**config.mk**
```make
export PLATFORM = sky130hd
export DESIGN_NAME = perlane_scrambler_multi_flat
export DESIGN_NICKNAME = d
export VERILOG_FILES = /design/src/rtl/perlane_scrambler_multi_if.sv /design/src/rtl/perlane_scrambler_multi.sv /design/src/flat_wrapper.sv
export SDC_FILE = /design/constraint.sdc
export NUM_CORES = 1
export LEC_CHECK = 0
export BUFFER_PORTS_ARGS = -buffer_cell sky130_fd_sc_hd__buf_2
export CORE_MARGIN = 1.5
export CORE_UTILIZATION = 43
export CTS_BUF_LIST = sky130_fd_sc_hd__clkbuf_8 sky130_fd_sc_hd__clkbuf_16
export DETAILED_ROUTE_END_ITERATION = 16
export PLACE_DENSITY = 0.77
export SLEW_MARGIN = 5
export SYNTH_ARGS = -nofsm -noshare
export SYNTH_HDL_FRONTEND = slang
export SYNTH_SLANG_ARGS = --single-unit
export TNS_END_PERCENT = 5
```
**constraint.sdc**
```tcl
create_clock -name clk -period 1.7 [get_ports clk]
set_input_delay 0.34 -clock clk [delete_from_list [all_inputs] [get_ports clk]]
set_output_delay 0.34 -clock clk [all_outputs]
set_load 0.01 [all_outputs]
```
**src/rtl/perlane_scrambler_multi_if.sv**
```systemverilog
// perlane_scrambler_multi_if: upper/lower data path bundle; in_prbs_mode exists only with SCRAMBLER_PRBS_EN
interface perlane_scrambler_multi_if #(
  parameter int NUM_LANES  = 4,
  parameter int LANE_WIDTH = 64
);
  logic                            in_enable;
  logic [NUM_LANES-1:0]            in_lane_mask;
  logic                            in_bypass;
  logic                            in_seed_load;
`ifdef SCRAMBLER_PRBS_EN
  logic                            in_prbs_mode;
`endif
  logic [NUM_LANES*LANE_WIDTH-1:0] in_txdata;
  logic                            in_txdata_valid;
  logic                            out_txdata_ready;
  logic [NUM_LANES*LANE_WIDTH-1:0] out_txdata;
  logic                            out_txdata_valid;
  logic                            in_txdata_ready;
  logic                            in_idle;
  logic                            out_idle;
  modport master (
`ifdef SCRAMBLER_PRBS_EN
    output in_prbs_mode,
`endif
    output in_enable, in_lane_mask, in_bypass, in_seed_load, in_txdata, in_txdata_valid,
    output in_txdata_ready, in_idle,
    input  out_txdata_ready, out_txdata, out_txdata_valid, out_idle
  );
  modport slave (
`ifdef SCRAMBLER_PRBS_EN
    input  in_prbs_mode,
`endif
    input  in_enable, in_lane_mask, in_bypass, in_seed_load, in_txdata, in_txdata_valid,
    input  in_txdata_ready, in_idle,
    output out_txdata_ready, out_txdata, out_txdata_valid, out_idle
  );
endinterface

```
**src/rtl/perlane_scrambler_multi.sv**
```systemverilog
// perlane_scrambler_multi: NUM_LANES x58+x39+1 self-sync TX scramblers with registered ready/valid output; SCRAMBLER_PRBS_EN adds PRBS58 mode
module perlane_scrambler_multi #(
  parameter int          NUM_LANES  = 4,
  parameter int          LANE_WIDTH = 64,
  parameter logic [57:0] SEED       = 58'h3FF_FFFF_FFFF_FFFF
) (
  input logic                     clk,
  input logic                     reset_n,
  perlane_scrambler_multi_if.slave bus
);
  localparam int W = NUM_LANES * LANE_WIDTH;
  logic         acc;
  logic         valid;
  logic [W-1:0] dout;
  logic [W-1:0] scr;
  assign bus.out_txdata_ready = bus.in_enable & (!valid | bus.in_txdata_ready);
  assign acc                  = bus.in_txdata_valid & bus.out_txdata_ready;
  assign bus.out_txdata       = dout;
  assign bus.out_txdata_valid = valid;
  assign bus.out_idle         = bus.in_idle;
  for (genvar k = 0; k < NUM_LANES; k++) begin : g_lane
    logic [57:0]           st;
    logic [57:0]           h;
    logic [LANE_WIDTH-1:0] d;
    logic [LANE_WIDTH-1:0] o;
    logic                  en;
`ifdef SCRAMBLER_PRBS_EN
    assign d = bus.in_prbs_mode ? '0 : bus.in_txdata[k*LANE_WIDTH +: LANE_WIDTH];
`else
    assign d = bus.in_txdata[k*LANE_WIDTH +: LANE_WIDTH];
`endif
    assign en = !bus.in_bypass & bus.in_lane_mask[k];
    // unscrambled lanes still shift their own output into h so re-enabling stays in sync
    always_comb begin
      h = bus.in_seed_load ? SEED : st;
      o = '0;
      for (int i = 0; i < LANE_WIDTH; i++) begin
        o[i] = d[i] ^ (en & (h[38] ^ h[57]));
        h    = {h[56:0], o[i]};
      end
    end
    assign scr[k*LANE_WIDTH +: LANE_WIDTH] = o;
    always_ff @(posedge clk) begin
      if (!reset_n) st <= SEED;
      else if (acc) st <= h;
      else if (bus.in_seed_load) st <= SEED;
    end
  end
  always_ff @(posedge clk) begin
    if (!reset_n) begin
      valid <= 1'b0;
      dout  <= '0;
    end else begin
      valid <= acc | (valid & !bus.in_txdata_ready);
      dout  <= acc ? scr : dout;
    end
  end
endmodule

```
**src/flat_wrapper.sv**
```systemverilog
// flat-port wrapper written by rule: the top's interface ports become plain ports
module perlane_scrambler_multi_flat 
#(
  parameter int          NUM_LANES  = 4,
  parameter int          LANE_WIDTH = 64,
  parameter logic [57:0] SEED       = 58'h3FF_FFFF_FFFF_FFFF
)
  (clk, reset_n, bus_in_enable, bus_in_lane_mask, bus_in_bypass, bus_in_seed_load, bus_in_txdata, bus_in_txdata_valid, bus_in_txdata_ready, bus_in_idle, bus_out_txdata_ready, bus_out_txdata, bus_out_txdata_valid, bus_out_idle);
  perlane_scrambler_multi_if #(.NUM_LANES(NUM_LANES), .LANE_WIDTH(LANE_WIDTH)) bus_i ();
  input logic clk;
  input logic reset_n;
  input wire logic [$bits(bus_i.in_enable)-1:0] bus_in_enable;
  input wire logic [$bits(bus_i.in_lane_mask)-1:0] bus_in_lane_mask;
  input wire logic [$bits(bus_i.in_bypass)-1:0] bus_in_bypass;
  input wire logic [$bits(bus_i.in_seed_load)-1:0] bus_in_seed_load;
  input wire logic [$bits(bus_i.in_txdata)-1:0] bus_in_txdata;
  input wire logic [$bits(bus_i.in_txdata_valid)-1:0] bus_in_txdata_valid;
  input wire logic [$bits(bus_i.in_txdata_ready)-1:0] bus_in_txdata_ready;
  input wire logic [$bits(bus_i.in_idle)-1:0] bus_in_idle;
  output wire logic [$bits(bus_i.out_txdata_ready)-1:0] bus_out_txdata_ready;
  output wire logic [$bits(bus_i.out_txdata)-1:0] bus_out_txdata;
  output wire logic [$bits(bus_i.out_txdata_valid)-1:0] bus_out_txdata_valid;
  output wire logic [$bits(bus_i.out_idle)-1:0] bus_out_idle;
  assign bus_i.in_enable = bus_in_enable;
  assign bus_i.in_lane_mask = bus_in_lane_mask;
  assign bus_i.in_bypass = bus_in_bypass;
  assign bus_i.in_seed_load = bus_in_seed_load;
  assign bus_i.in_txdata = bus_in_txdata;
  assign bus_i.in_txdata_valid = bus_in_txdata_valid;
  assign bus_i.in_txdata_ready = bus_in_txdata_ready;
  assign bus_i.in_idle = bus_in_idle;
  assign bus_out_txdata_ready = bus_i.out_txdata_ready;
  assign bus_out_txdata = bus_i.out_txdata;
  assign bus_out_txdata_valid = bus_i.out_txdata_valid;
  assign bus_out_idle = bus_i.out_idle;
  perlane_scrambler_multi #(.NUM_LANES(NUM_LANES), .LANE_WIDTH(LANE_WIDTH), .SEED(SEED)) u_core (.clk(clk), .reset_n(reset_n), .bus(bus_i));
endmodule
```
==> results_dict.tcl <==
set metrics [dict create \
    synth_area_sq_um 24000 \
    fp-row-count 86 \
    hold_start "bus_in_txdata[111]" \
    power_frac_seq_pct 42.5 \
    first_pass_iters 6 \
    pre_cts_slack_ps -390 \
    drive_above_1_share_pct 29.0 \
    fmax_mhz 559 \
    postRouteAntennaNets 0 \
    setup-tns-final_ps -228 \
    dieWidth_um 239 \
    ys_ff_latch 489 \
    synth_warnings 0 \
    synth_nets 3087 \
    path_clk_slew_ps 70 \
    synth_ff_type "dfxtp_1" \
    drv_slew 0 \
    cp_cell_sequence "xor3_1, o21ai_0, nand3_1, xor2_1, buf_4, a21oi_1" \
    syn_avg_cell_area_sq_um 8.50 \
    pwr-share-comb_pct 17.5 \
    synth_top_area_cell "dfxtp_1" \
    crit_required_ps 2220 \
    antenna_found_initial 11 \
    r2r_end "u_core.bus.out_txdata[182]$_SDFFE_PN0P_" \
    cp.arrival_ps 2310 \
    slowest_delay_ps 430 \
    start_util_pct 43.5 \
    rrSetupSlack_ps -90 \
    synthToLayoutAreaGrowth_pct 31.1 \
    p_int_mw 21.3 \
    cts_buffers 53 \
    setup_slack_ps -87.4 \
    power_density_nw_per_um2 949 \
    wl_per_cell_um 21.2 \
    num_vias 24000 \
    synth_top_area_share_pct 40.9 \
    core_area_sq_um 55100 \
    synthArstFlopShare_pct 0 \
    gp_congestion 0.987 \
    clkPwrFrac_pct 39.9 \
    p_leak_nw 12.7 \
    period_share_pct 105 \
    reg2reg_from "u_core.g_lane[2].st[23]$_SDFF_PN1_" \
    design.die.area_sq_um 57100 \
    postCtsHoldBufs 0 \
    slew_headroom_pct 50.6 \
    io_buffers 524 \
    irDropWorstVdd_mv 0.723 \
    startpoint_type "flop" \
    end_kind "flop" \
    hold_class "primary input to flop" \
    netSwitchingFraction_pct 28.5 \
    setup_viol 7 \
    violations "setup timing" \
    tritoncts "done" \
    chipHeight_um 239 \
    vias_per_cell 5.61 \
    cts.path.max_buffers 3 \
    nNetsFinal 3760 \
    cpMaxStageDelayCell "xor3_1" \
    htreeDepth 2 \
    cp_max_fo 2 \
    status "complete, but fails checks" \
    finalPower_mw 29.8 \
    cts.sinks 489 \
    fin_skew_ps 21.9 \
    worstSetupPathType "flop to flop" \
    grt_max_degree 79 \
    drc 0 \
    rsz0062_at_grt "true" \
    worst_pin_slew_ps 735 \
    cts-root-buf "clkbuf_16" \
    syn_inst 2819 \
    grt_pass1_wl_um 134000 \
    drt_wl_total_um 90900 \
    dr.first_iter.drc_count 2252 \
    grt_pass1_vias 22200 \
    grt_usage_pct 30.6 \
    maxCapViolations 0 \
    min_to "u_core.g_lane[1].st[16]$_SDFF_PN1_" \
    finalHoldViolations 0 \
    ioPinCount 527 \
    synth_edf_count 0 \
    hpwl_um 68200 \
    clock_latency_ps 610 \
    fillCellCount 4920 \
    ys_seq_area_share_pct 40.9 \
    r2r_cells 6 \
    whs_path_depth 3 \
    synth.area.top_cells "dfxtp_1 41%, xnor2_1 9.1%, xor2_1 7.5%" \
    layout_min_cycle_time_ps 1790 \
    synth.most_common_cell "dfxtp_1" \
    switchingPower_mw 8.50 \
    synth_cell_type_count 33 \
    grt_overflow_total 0 \
    synthTopCellsByCount "489 x dfxtp_1, 332 x nor2_1, 321 x a21oi_1" \
]
## area by class of cell
cell class	count	area, sq um	area share (%)
repair buffers	828	5440	17.3
clock inverters	30	256	0.817
diodes	6	15.0	0.0478
multi-input cells	2120	13400	42.8
well taps	748	936	2.98
flip-flops and latches	489	9800	31.2
clock buffers	66	1530	4.86
## power groups by stage
stage	Sequential (mW)	Combinational, mW	Clock, mW
final	12.7	5.22	11.9
after global routing	12.7	5.58	12.5
after CTS	12.6	5.10	12.0
after detailed placement	12.9	5.04	0
after global placement	12.9	4.99	0
after floorplan	13.0	2.43	0
## flip-flops by register name, indices dropped and copies added, names as in the netlist
| register | count |
|---|---|
| u_core.g_lane.st | 232 |
| u_core.bus.out_txdata_valid | 1 |
| u_core.bus.out_txdata | 256 |
## logic make-up (layout without fill, tap and decap cells)
logic type	Yosys count	after routing	share of synthesized area [%]
AND/OR/NAND/NOR	707	707	13.2
XOR/XNOR	467	467	17.9
AO/OA/AOI/OAI	946	946	24.1
other	0	6	0
flip-flops	489	489	40.9
buffers and inverters	210	924	3.94
## critical path, delay by kind of cell (launching register included)
kind                   cells  cell delay (ps)
AO/OA/AOI/OAI              2              460
XOR/XNOR                   2              590
flip-flops                 1              340
buffers and inverters      1              160
AND/OR/NAND/NOR            1              160
## worst max-delay path by stage
stage	depth (start not counted)	from	endpoint
4_1_cts	4	u_core.bus.out_txdata_valid$_SDFF_PN0_	bus_out_txdata_ready
5_1_grt	6	u_core.g_lane[2].st[23]$_SDFF_PN1_	u_core.bus.out_txdata[182]$_SDFFE_PN0P_
3_5_place_dp	7	bus_in_bypass	u_core.bus.out_txdata[154]$_SDFFE_PN0P_
3_3_place_gp	7	bus_in_bypass	u_core.bus.out_txdata[154]$_SDFFE_PN0P_
2_1_floorplan	8	bus_in_seed_load	u_core.g_lane[3].st[38]$_SDFF_PN1_
6_report	6	u_core.g_lane[2].st[23]$_SDFF_PN1_	u_core.bus.out_txdata[182]$_SDFFE_PN0P_
## layout by cell type (no fill, tap or decap), drive strengths merged, types with 44 or more instances in the layout
cell type	count
o21ai	309
nor2	332
o211ai	63
nand3	44
clkbuf	66
a21oi	361
nor3	63
xnor2	249
o21a	63
dfxtp	489
a211o	63
buf	828
xor2	205
nand2	190
o2bb2ai	80
## per-layer routing
metal,GRT usage [%],wire length (um),vias to the layer above
met5,0,80,-
met4,15.1,4570,12
met3,6.78,8830,234
met2,48.3,41000,1319
met1,39.2,36300,11400
li1,-,-,11100
## what timing repair did
item	CTS	global route
setup endpoints to repair	14	64
gates resized for setup	13	39
setup buffers	1	1
gates cloned	0	0
pin swaps	2	18
## metrics by stage
stage	hold WS, ps	instance area (sq um)	util, %	std cells
after global placement	464	29400	53.3	4183
final	58.2	31400	57.0	4287
after detailed placement	474	29400	53.3	4183
after CTS	24.2	31200	56.6	4280
after floorplan	453	24000	-	2819
after global routing	59.1	31400	57.0	4286
Note: power is estimated with default switching activity, not from simulation.
